$ cat config.mk
export PLATFORM = sky130hd
export DESIGN_NAME = uart_rx_fifo_flat
export DESIGN_NICKNAME = d
export VERILOG_FILES = /design/src/rtl/uart_rx_fifo_pkg.sv /design/src/rtl/uart_rx_fifo_if.sv /design/src/rtl/uart_rx_fifo_core.sv /design/src/rtl/uart_rx_fifo.sv /design/src/flat_wrapper.sv
export SDC_FILE = /design/constraint.sdc
export NUM_CORES = 1
export LEC_CHECK = 0
export CORE_AREA = 3 3 118 120
export DETAILED_ROUTE_END_ITERATION = 7
export DIE_AREA = 0 0 121 123
export PLACE_DENSITY = 0.71
export RECOVER_POWER = 50
export SYNTH_ARGS = -nofsm -noshare
export SYNTH_HDL_FRONTEND = slang
export SYNTH_HIERARCHICAL = 1
export SYNTH_SLANG_ARGS = --single-unit
export TNS_END_PERCENT = 30
$ cat constraint.sdc
create_clock -name clock -period 4.7 [get_ports clock]
set_input_delay 0.47 -clock clock [delete_from_list [all_inputs] [get_ports clock]]
set_output_delay 0.47 -clock clock [all_outputs]
set_load 0.01 [all_outputs]
$ cat src/rtl/uart_rx_fifo_pkg.sv
// Shared constants and types for the UART receive FIFO block.
// Holds the I/O address map, status/control bit positions and the status word layout.
package uart_rx_fifo_pkg;

  localparam int unsigned DEPTH_DEF          = 16;
  localparam int unsigned PTR_W_DEF          = 4;
  localparam int unsigned TIMEOUT_CYCLES_DEF = 1024;

  // I/O window addresses shared with the computer and UART blocks.
  localparam logic [7:0] DATA_ADDR_DEF = 8'd248;
  localparam logic [7:0] STAT_ADDR_DEF = 8'd247;

  // Control word bit positions (write to STAT_ADDR).
  localparam int unsigned CTRL_FLUSH_BIT   = 6;
  localparam int unsigned CTRL_CLR_OVF_BIT = 7;

  // Status word (read from STAT_ADDR), MSB first.
  typedef struct packed {
    logic       int_req;
    logic       overflow;
    logic       full;
    logic [4:0] count;
  } status_t;

  // Status count field saturates at 31 for deep FIFOs.
  function automatic logic [4:0] sat_count5(input int unsigned c);
    return (c > 31) ? 5'd31 : 5'(c);
  endfunction

endpackage

$ cat src/rtl/uart_rx_fifo_if.sv
// CPU-side memory-mapped access bus of the UART receive FIFO.
// master = CPU load/store path, slave = the FIFO register block.
interface uart_rx_fifo_if;
  logic [7:0] access_addr;
  logic [7:0] wr_data;
  logic       mem_w_en;
  logic       reg_w_en;
  logic [7:0] rd_data;

  modport master (
    output access_addr, wr_data, mem_w_en, reg_w_en,
    input  rd_data
  );

  modport slave (
    input  access_addr, wr_data, mem_w_en, reg_w_en,
    output rd_data
  );
endinterface

$ cat src/rtl/uart_rx_fifo_core.sv
// sync_fifo_core: storage, pointers and occupancy of the receive FIFO.
// Resolves push/pop/flush in one place; a push into a full FIFO is only
// accepted when a pop frees a slot in the same cycle.
module sync_fifo_core #(
  parameter int unsigned DEPTH = 16,
  parameter int unsigned PTR_W = 4
) (
  input  logic             clock,
  input  logic             reset_n,
  input  logic             push,
  input  logic             pop,
  input  logic             flush,
  input  logic [7:0]       wdata,
  output logic [7:0]       head,
  output logic [PTR_W:0]   count,
  output logic             full,
  output logic             empty,
  output logic             push_ok,
  output logic             pop_ok,
  output logic             overflow_evt
);

  localparam int unsigned CNT_W = PTR_W + 1;

  logic [7:0]       mem [DEPTH];
  logic [PTR_W-1:0] wr_ptr;
  logic [PTR_W-1:0] rd_ptr;

  assign full  = (count == CNT_W'(DEPTH));
  assign empty = (count == '0);
  assign head  = mem[rd_ptr];

  // Resolve which requests actually take effect this cycle.
  always_comb begin
    // NOTE: every output of a combinational block gets a default first so no latch is inferred.
    pop_ok       = 1'b0;
    push_ok      = 1'b0;
    overflow_evt = 1'b0;
    if (!flush) begin
      pop_ok       = pop & ~empty;
      push_ok      = push & (~full | pop_ok);
      overflow_evt = push & full & ~pop_ok;
    end
  end

  // Data storage; written only on an accepted push.
  // NOTE: the memory array has no reset; contents are don't-care until written, which keeps it RAM-mappable.
  always_ff @(posedge clock) begin
    if (push_ok) begin
      mem[wr_ptr] <= wdata;
    end
  end

  // Pointer and occupancy registers.
  always_ff @(posedge clock) begin
    // NOTE: sequential state uses non-blocking assignments so all registers update from pre-edge values.
    if (!reset_n) begin
      wr_ptr <= '0;
      rd_ptr <= '0;
      count  <= '0;
    end else if (flush) begin
      wr_ptr <= '0;
      rd_ptr <= '0;
      count  <= '0;
    end else begin
      if (push_ok) wr_ptr <= wr_ptr + PTR_W'(1);
      if (pop_ok)  rd_ptr <= rd_ptr + PTR_W'(1);
      if (push_ok && !pop_ok)      count <= count + CNT_W'(1);
      else if (pop_ok && !push_ok) count <= count - CNT_W'(1);
    end
  end

endmodule

$ cat src/rtl/uart_rx_fifo.sv
// uart_rx_fifo: receive buffer between the UART and the CPU load path.
// Edge-detects receive_flag into pushes, exposes a show-ahead data register
// and a status/control register, and drives a level interrupt request.
// Optional idle timeout interrupt: define UART_RX_FIFO_TIMEOUT_EN.
module uart_rx_fifo
  import uart_rx_fifo_pkg::*;
#(
  parameter int unsigned DEPTH          = DEPTH_DEF,
  parameter int unsigned PTR_W          = PTR_W_DEF,
  parameter logic [7:0]  DATA_ADDR      = DATA_ADDR_DEF,
  parameter logic [7:0]  STAT_ADDR      = STAT_ADDR_DEF,
  parameter int unsigned TIMEOUT_CYCLES = TIMEOUT_CYCLES_DEF
) (
  input  logic           clock,
  input  logic           reset_n,
  input  logic [7:0]     rx_data,
  input  logic           receive_flag,
  uart_rx_fifo_if.slave  bus,
  output logic           int_req,
  output logic           overflow
);

  localparam int unsigned CNT_W = PTR_W + 1;

  logic             rf_q;
  logic             push;
  logic             data_sel;
  logic             stat_sel;
  logic             pop_req;
  logic             ctrl_we;
  logic             flush;
  logic [7:0]       head;
  logic [PTR_W:0]   count;
  logic             full;
  logic             empty;
  logic             push_ok;
  logic             pop_ok;
  logic             overflow_evt;
  logic [PTR_W:0]   threshold;
  logic [PTR_W:0]   threshold_new;
  logic             timeout_flag;
  logic             ctrl_unused;
  status_t          status;

  assign push     = receive_flag & ~rf_q;
  assign data_sel = (bus.access_addr == DATA_ADDR);
  assign stat_sel = (bus.access_addr == STAT_ADDR);
  assign pop_req  = bus.reg_w_en & data_sel;
  assign ctrl_we  = bus.mem_w_en & stat_sel;
  assign flush    = ctrl_we & bus.wr_data[CTRL_FLUSH_BIT];

  // Bit 5 of the control word has no function.
  assign ctrl_unused = bus.wr_data[5];

  // Threshold field clamped to the FIFO depth.
  assign threshold_new = (int'(bus.wr_data[4:0]) > int'(DEPTH)) ? CNT_W'(DEPTH)
                                                                 : CNT_W'(bus.wr_data[4:0]);

  sync_fifo_core #(
    .DEPTH (DEPTH),
    .PTR_W (PTR_W)
  ) u_core (
    .clock        (clock),
    .reset_n      (reset_n),
    .push         (push),
    .pop          (pop_req),
    .flush        (flush),
    .wdata        (rx_data),
    .head         (head),
    .count        (count),
    .full         (full),
    .empty        (empty),
    .push_ok      (push_ok),
    .pop_ok       (pop_ok),
    .overflow_evt (overflow_evt)
  );

  // Edge detector, sticky overflow flag and threshold register.
  always_ff @(posedge clock) begin
    if (!reset_n) begin
      rf_q      <= 1'b0;
      overflow  <= 1'b0;
      threshold <= '0;
    end else begin
      rf_q <= receive_flag;
      if (overflow_evt)                                    overflow <= 1'b1;
      else if (ctrl_we && bus.wr_data[CTRL_CLR_OVF_BIT])   overflow <= 1'b0;
      if (ctrl_we) threshold <= threshold_new;
    end
  end

`ifdef UART_RX_FIFO_TIMEOUT_EN
  localparam int unsigned TO_W = (TIMEOUT_CYCLES > 2) ? $clog2(TIMEOUT_CYCLES) : 1;
  localparam logic [TO_W-1:0] TO_LAST = TO_W'(TIMEOUT_CYCLES - 1);

  logic [TO_W-1:0] to_cnt;

  // Idle counter: runs while data waits, restarts on any FIFO activity.
  always_ff @(posedge clock) begin
    if (!reset_n) begin
      to_cnt       <= '0;
      timeout_flag <= 1'b0;
    end else begin
      if (push_ok || pop_ok || flush || empty) to_cnt <= '0;
      else if (to_cnt != TO_LAST)              to_cnt <= to_cnt + TO_W'(1);

      if (pop_ok || flush || empty)            timeout_flag <= 1'b0;
      else if (!push_ok && to_cnt == TO_LAST)  timeout_flag <= 1'b1;
    end
  end
`else
  logic timeout_unused;
  assign timeout_unused = (TIMEOUT_CYCLES == 0);
  assign timeout_flag   = 1'b0;
`endif

  assign int_req = ((threshold != '0) && (count >= threshold)) || timeout_flag;

  assign status = '{
    int_req:  int_req,
    overflow: overflow,
    full:     full,
    count:    sat_count5(int'(count))
  };

  // CPU read mux: show-ahead head byte or status word, zero elsewhere.
  always_comb begin
    bus.rd_data = 8'h00;
    if (data_sel) begin
      if (!empty) bus.rd_data = head;
    end else if (stat_sel) begin
      bus.rd_data = status;
    end
  end

endmodule

$ cat src/flat_wrapper.sv
// flat-port wrapper written by rule: the top's interface ports become plain ports
module uart_rx_fifo_flat import uart_rx_fifo_pkg::*;
#(
  parameter int unsigned DEPTH          = DEPTH_DEF,
  parameter int unsigned PTR_W          = PTR_W_DEF,
  parameter logic [7:0]  DATA_ADDR      = DATA_ADDR_DEF,
  parameter logic [7:0]  STAT_ADDR      = STAT_ADDR_DEF,
  parameter int unsigned TIMEOUT_CYCLES = TIMEOUT_CYCLES_DEF
)
  (clock, reset_n, rx_data, receive_flag, int_req, overflow, bus_access_addr, bus_wr_data, bus_mem_w_en, bus_reg_w_en, bus_rd_data);
  uart_rx_fifo_if bus_i ();
  input  logic clock;
  input  logic reset_n;
  input  logic [7:0] rx_data;
  input  logic receive_flag;
  output logic int_req;
  output logic overflow;
  input wire logic [$bits(bus_i.access_addr)-1:0] bus_access_addr;
  input wire logic [$bits(bus_i.wr_data)-1:0] bus_wr_data;
  input wire logic [$bits(bus_i.mem_w_en)-1:0] bus_mem_w_en;
  input wire logic [$bits(bus_i.reg_w_en)-1:0] bus_reg_w_en;
  output wire logic [$bits(bus_i.rd_data)-1:0] bus_rd_data;
  assign bus_i.access_addr = bus_access_addr;
  assign bus_i.wr_data = bus_wr_data;
  assign bus_i.mem_w_en = bus_mem_w_en;
  assign bus_i.reg_w_en = bus_reg_w_en;
  assign bus_rd_data = bus_i.rd_data;
  uart_rx_fifo #(.DEPTH(DEPTH), .PTR_W(PTR_W), .DATA_ADDR(DATA_ADDR), .STAT_ADDR(STAT_ADDR), .TIMEOUT_CYCLES(TIMEOUT_CYCLES)) u_core (.clock(clock), .reset_n(reset_n), .rx_data(rx_data), .receive_flag(receive_flag), .bus(bus_i), .int_req(int_req), .overflow(overflow));
endmodule
==> flow_metrics.tcl, run 1 <==
set metrics [dict create \
    outcome "completed" \
    arrival_ps 4110 \
    drive_gt1_share_pct 14.32 \
    leakage_uw 0.002557 \
    die_x_um 121 \
    fin_area_um2 7540 \
    syn_inst 381 \
    layout.cells.most_common_list "edfxtp_1, clkdlybuf4s50_1, nor2_1, dfxtp_1, mux4_2" \
    clock_skew_ps 4.840 \
    hold_ws_ps 494.7 \
    dr.pass1.iters 5 \
    postRouteAntennaNets 0 \
    drt_iter0_drc 251 \
    path_clk_slew_ps 60 \
    grt.total_usage_pct 18.55 \
    clock-sinks 152 \
    cts_tree "built" \
    placement.io_buffers 37 \
    syn_to_final_growth_pct 16.40 \
    worst_pin_slew_ps 838.7 \
    start_util_pct 49.50 \
    setup_tns_ps 0 \
    hold_violations 0 \
    powerDensity_nw_per_um2 405.3 \
    insertion_delay_ps 410 \
    syn_nets 425 \
    min_path_type "flop to flop" \
    min_period_ps 3797 \
    nNetsFinal 471 \
    cts_max_path_buffers 2 \
    ctsResizeCount 0 \
    ir_worst_vdd_uv 242.3 \
    syn_avg_cell_area_um2 17.00 \
    final_max_slew_viol_count 0 \
    yosys_warnings 6 \
    grt_antenna_before_repair 0 \
    coreArea_um2 13090 \
    postPlaceCellArea_um2 6978 \
    vias_per_cell 5.792 \
    remaining_drc_errors 0 \
    clock-root-buffer "clkbuf_16" \
    fp.dieH_um 123 \
    vias 3568 \
    cts_buffers 17 \
    slew_headroom_pct 44.08 \
    cp.required_ps 5010 \
    grt-ovfl-total 0 \
    cp_max_fo 5 \
    grt_max_degree 33 \
    cts_hold_buf 0 \
    drt-wirelength-per-cell_um 20.73 \
    max_freq_ghz 0.2633 \
    hpwl_um 8165 \
    crit_path_end_kind "flop" \
    final_common_cell "edfxtp_1" \
    max-cap-violations 0 \
    critPathLaunchType "input pin" \
    path_class "input pin to flop" \
    fin_util_pct 57.62 \
    grt_pass1_vias 3648 \
    io_pins 39 \
    fin_crit_sh_pct 80.80 \
    fillCellCount 957 \
    die-area_um2 14880 \
    post-cts-setup-buffers 0 \
    htree_levels 4 \
    syn-cell-area_um2 6477 \
    finalSetupViolCount 0 \
    drt_wl_total_um 12770 \
    routabilityCongestion 0.7414 \
    antenna_cells 0 \
    grt_pass1_wl_um 20250 \
    rows 42 \
    rsz0062_at_grt "no" \
]
-- through the flow --
step | total power (uW) | setup slack, ps | cells
floorplan | 1688 | 1149 | 381
global placement | 1762 | 738.1 | 584
detailed placement | 1774 | 647.1 | 584
CTS | 3087 | 1007 | 616
global route | 3170 | 574.5 | 616
finish | 3056 | 902.6 | 616
-- routing by layer --
metal  track usage [%]  vias up  share of wire (%)
met4             7.649        0                1.8
met3             4.666       17                6.9
li1                  -     1614                  -
met5                 0        -                  0
met1             24.96     1808                 43
met2             29.21      129                 48
-- sequential cells by signal, summed over array words and instances, names as in the netlist, named ones only --
signal / count
u_core/overflow: 1
u_core/rf_q: 1
u_core/threshold: 5
u_core/u_core/count: 5
u_core/u_core/mem: 128
u_core/u_core/rd_ptr: 4
u_core/u_core/wr_ptr: 4
-- report_power, final --
group	internal [uW]	leakage [uW]	switching [uW]
clock network	785	0.000274	530
registers	1490	0.00135	31.5
logic	97.0	0.000933	122
-- worst paths after layout --
| path | end | cells past startpoint | start | slack (ps) |
|---|---|---|---|---|
| setup / recovery | u_core/u_core/count[4] | 12 | bus_access_addr[0] | 900 |
| hold / removal | u_core/threshold[2] | 2 | u_core/threshold[2] | 490 |
| setup reg to reg | u_core/u_core/count[4] | 10 | u_core/u_core/count[3] | 1720 |
| hold reg to reg | u_core/threshold[2] | 2 | u_core/threshold[2] | 490 |
-- worst max-delay path, cell delays in order --
cell and delay (ps):
dlygate4sd3_1 540, or4b_2 720, nor3_1 430, o21ai_0 320, or2_1 290, ha_1 190
inv_1 150, ha_1 290, a21oi_1 210, a211o_1 180, a211oi_1 70, a31o_2 240
-- final cells by class --
cell class	count	area (um^2)	share of cell area [%]
inverter	14	52.55	0.6970
multi-input combinational	198	1938	25.71
clock inverter	14	150.1	1.991
timing repair buffer	44	422.9	5.609
sequential	152	4327	57.38
tap	176	220.2	2.921
clock buffer	18	429.2	5.692
(Power assumes the default switching activity.)
==> run 2: changes to the inputs <==
Settings changed: PLACE_DENSITY 0.71 to 0.74.
Clock period 4.7 ns to 3.1 ns, I/O delays scaled along.
==> run 2 against run 1 <==
Utilization is 1.6 points higher. Non-clock buffer count is 25 higher. Count of clock-buffer cells in the layout is 1 higher. Power is 49% higher. Wire length is 1.9% higher. Die area stayed put. Combinational power is 67% higher. Sequential power is 52% higher. Clock skew is 1.5 ps higher. Via count is 2.4% higher. Sequential share of layout area is 1.6 points lower. Critical endpoint is now bus_rd_data[3].
==> flow_metrics.tcl, run 2 (synthesis results as in run 1) <==
set metrics [dict create \
    start_util_pct 49.50 \
    postPlaceCellArea_um2 7197 \
    grt.total_usage_pct 19.12 \
    switching_share_pct 22.47 \
    hold_depth 2 \
    io_pins 39 \
    slowest_delay_ps 580 \
    clock-root-buffer "clkbuf_16" \
    p_seq_share_pct 50.8 \
    powerDensity_nw_per_um2 586.5 \
    fin_area_um2 7754 \
    grt_antenna_before_repair 0 \
    slew_headroom_pct 48.12 \
    hold_violations 0 \
    arrival_ps 2720 \
    die-area_um2 14880 \
    die_x_um 121 \
    grt_max_degree 33 \
    cts_max_path_buffers 2 \
    drt_wl_total_um 13020 \
    p_int_uw 3526 \
    hpwl_um 8333 \
    power_frac_comb_pct 8.0 \
    layout.cells.non_filler 641 \
    cp_slowest_cell "mux4_1" \
    htree_levels 4 \
    fillCellCount 954 \
    antenna_cells 0 \
    cp.required_ps 2790 \
    fin_crit_sh_pct 97.80 \
    min_path_type "input pin to flop" \
    vias 3654 \
    crit_chain "bufbuf_16 > mux4_1 > a22oi_1 > nand2_1 > a22o_1 > clkdlybuf4s50_1" \
    cts_buffers 17 \
    hold_ws_ps 480.9 \
    grt-ovfl-total 0 \
    grt_pass1_wl_um 20640 \
    grt_pass1_vias 3722 \
    rows 42 \
    leakage_uw 0.002685 \
    post-cts-setup-buffers 0 \
    finalSetupViolCount 0 \
    regMostFlops "u_core/u_core/mem" \
    fin_util_pct 59.26 \
    dp_cells 608 \
    switching_power_uw 1022 \
    insertion_delay_ps 420 \
    outcome "completed" \
    critPathLaunchType "flop" \
    nNetsFinal 496 \
    clock-sinks 152 \
    placement.io_buffers 37 \
    cts_hold_buf 0 \
    dr.pass1.iters 4 \
    syn_to_final_growth_pct 19.70 \
    layout.cells.most_common_list "edfxtp_1, buf_4, clkdlybuf4s50_1, nor2_1, dfxtp_1" \
    largestRegisters "u_core/u_core/mem x128, u_core/threshold x5, u_core/u_core/count x5" \
    cp_max_fo 16 \
    rsz0062_at_grt "yes" \
    worst_pin_slew_ps 775.3 \
    coreArea_um2 13090 \
    routabilityCongestion 0.8009 \
    remaining_drc_errors 0 \
    r2r_cells 10 \
    ctsResizeCount 0 \
    path_class "flop to output pin" \
    largest_reg_flops 128 \
    clock_skew_ps 6.386 \
    fp.dieH_um 123 \
    p_clk_share_pct 41.2 \
    setup_tns_ps 0 \
    ir_worst_vdd_uv 442.4 \
    vias_per_cell 5.700 \
    drt-wirelength-per-cell_um 20.30 \
    max-cap-violations 0 \
    crit_path_end_kind "output pin" \
    drt_iter0_drc 243 \
    final_max_slew_viol_count 0 \
    max_freq_ghz 0.3298 \
    cts_tree "built" \
    final_common_cell "edfxtp_1" \
    postRouteAntennaNets 0 \
    drive_gt1_share_pct 18.49 \
    min_period_ps 3032 \
    path_clk_slew_ps 60 \
]
## run 2: changes by cell type in the layout (fill, tap and decap cells not counted), moves of 2 or more
cell / previous run / this run
clkinv_4: 3 / 1
buf_4: 7 / 27
clkinv_2: 1 / 3
buf_12: 0 / 2
clkbuf_1: 1 / 4
## run 2: path summary, 6_finish.rpt
check,from,end,slack (ps)
setup / recovery,flop,bus_rd_data[3],70
hold / removal,receive_flag,u_core/rf_q,480
setup reg to reg,u_core/u_core/count[0],u_core/u_core/count[4],470
hold reg to reg,u_core/threshold[4],u_core/threshold[4],480
## run 2: through the flow
stage	setup WS [ps]	power, uW
CTS	44.17	4589
floorplan	152.7	2562
global route	-38.71	4721
global placement	-135.5	2703
finish	68.13	4548
detailed placement	-233.5	2724
## run 2: routing by layer
| metal | vias up | track usage, % | wire length (um) |
|---|---|---|---|
| met5 | - | 0 | 0 |
| met4 | 0 | 7.932 | 265 |
| met3 | 18 | 4.941 | 952 |
| met2 | 121 | 30.98 | 6330 |
| met1 | 1856 | 24.81 | 5466 |
| li1 | 1659 | - | - |
## run 2: final cells by class
class	count	area [um^2]	area share (%)
flip-flops and latches	152	4325	55.79
multi-input cells	198	1964	25.33
repair buffers	69	653.1	8.423
clock buffers	19	432.9	5.583
well taps	176	220.2	2.840
clock inverters	13	105.1	1.355
inverters	14	52.55	0.6777
## run 2: timing repair
action / CTS / global route
pin swaps: 0 / 1
gates cloned: 1 / 0
endpoints found under the setup margin: 2 / 4
## run 2: worst max-delay path, delay by kind of cell, from the launching register on
family	cells	cell delay (ps)
AO/OA/AOI/OAI	2	420
multiplexers	1	580
AND/OR/NAND/NOR	1	130
flip-flops	1	370
buffers and inverters	2	800
## run 2: power groups by stage
stage	clock network, uW	logic, uW	registers (uW)
global route	2000	407	2320
global placement	0	351	2350
CTS	1910	370	2310
finish	1870	365	2310
floorplan	0	230	2330
detailed placement	0	369	2360
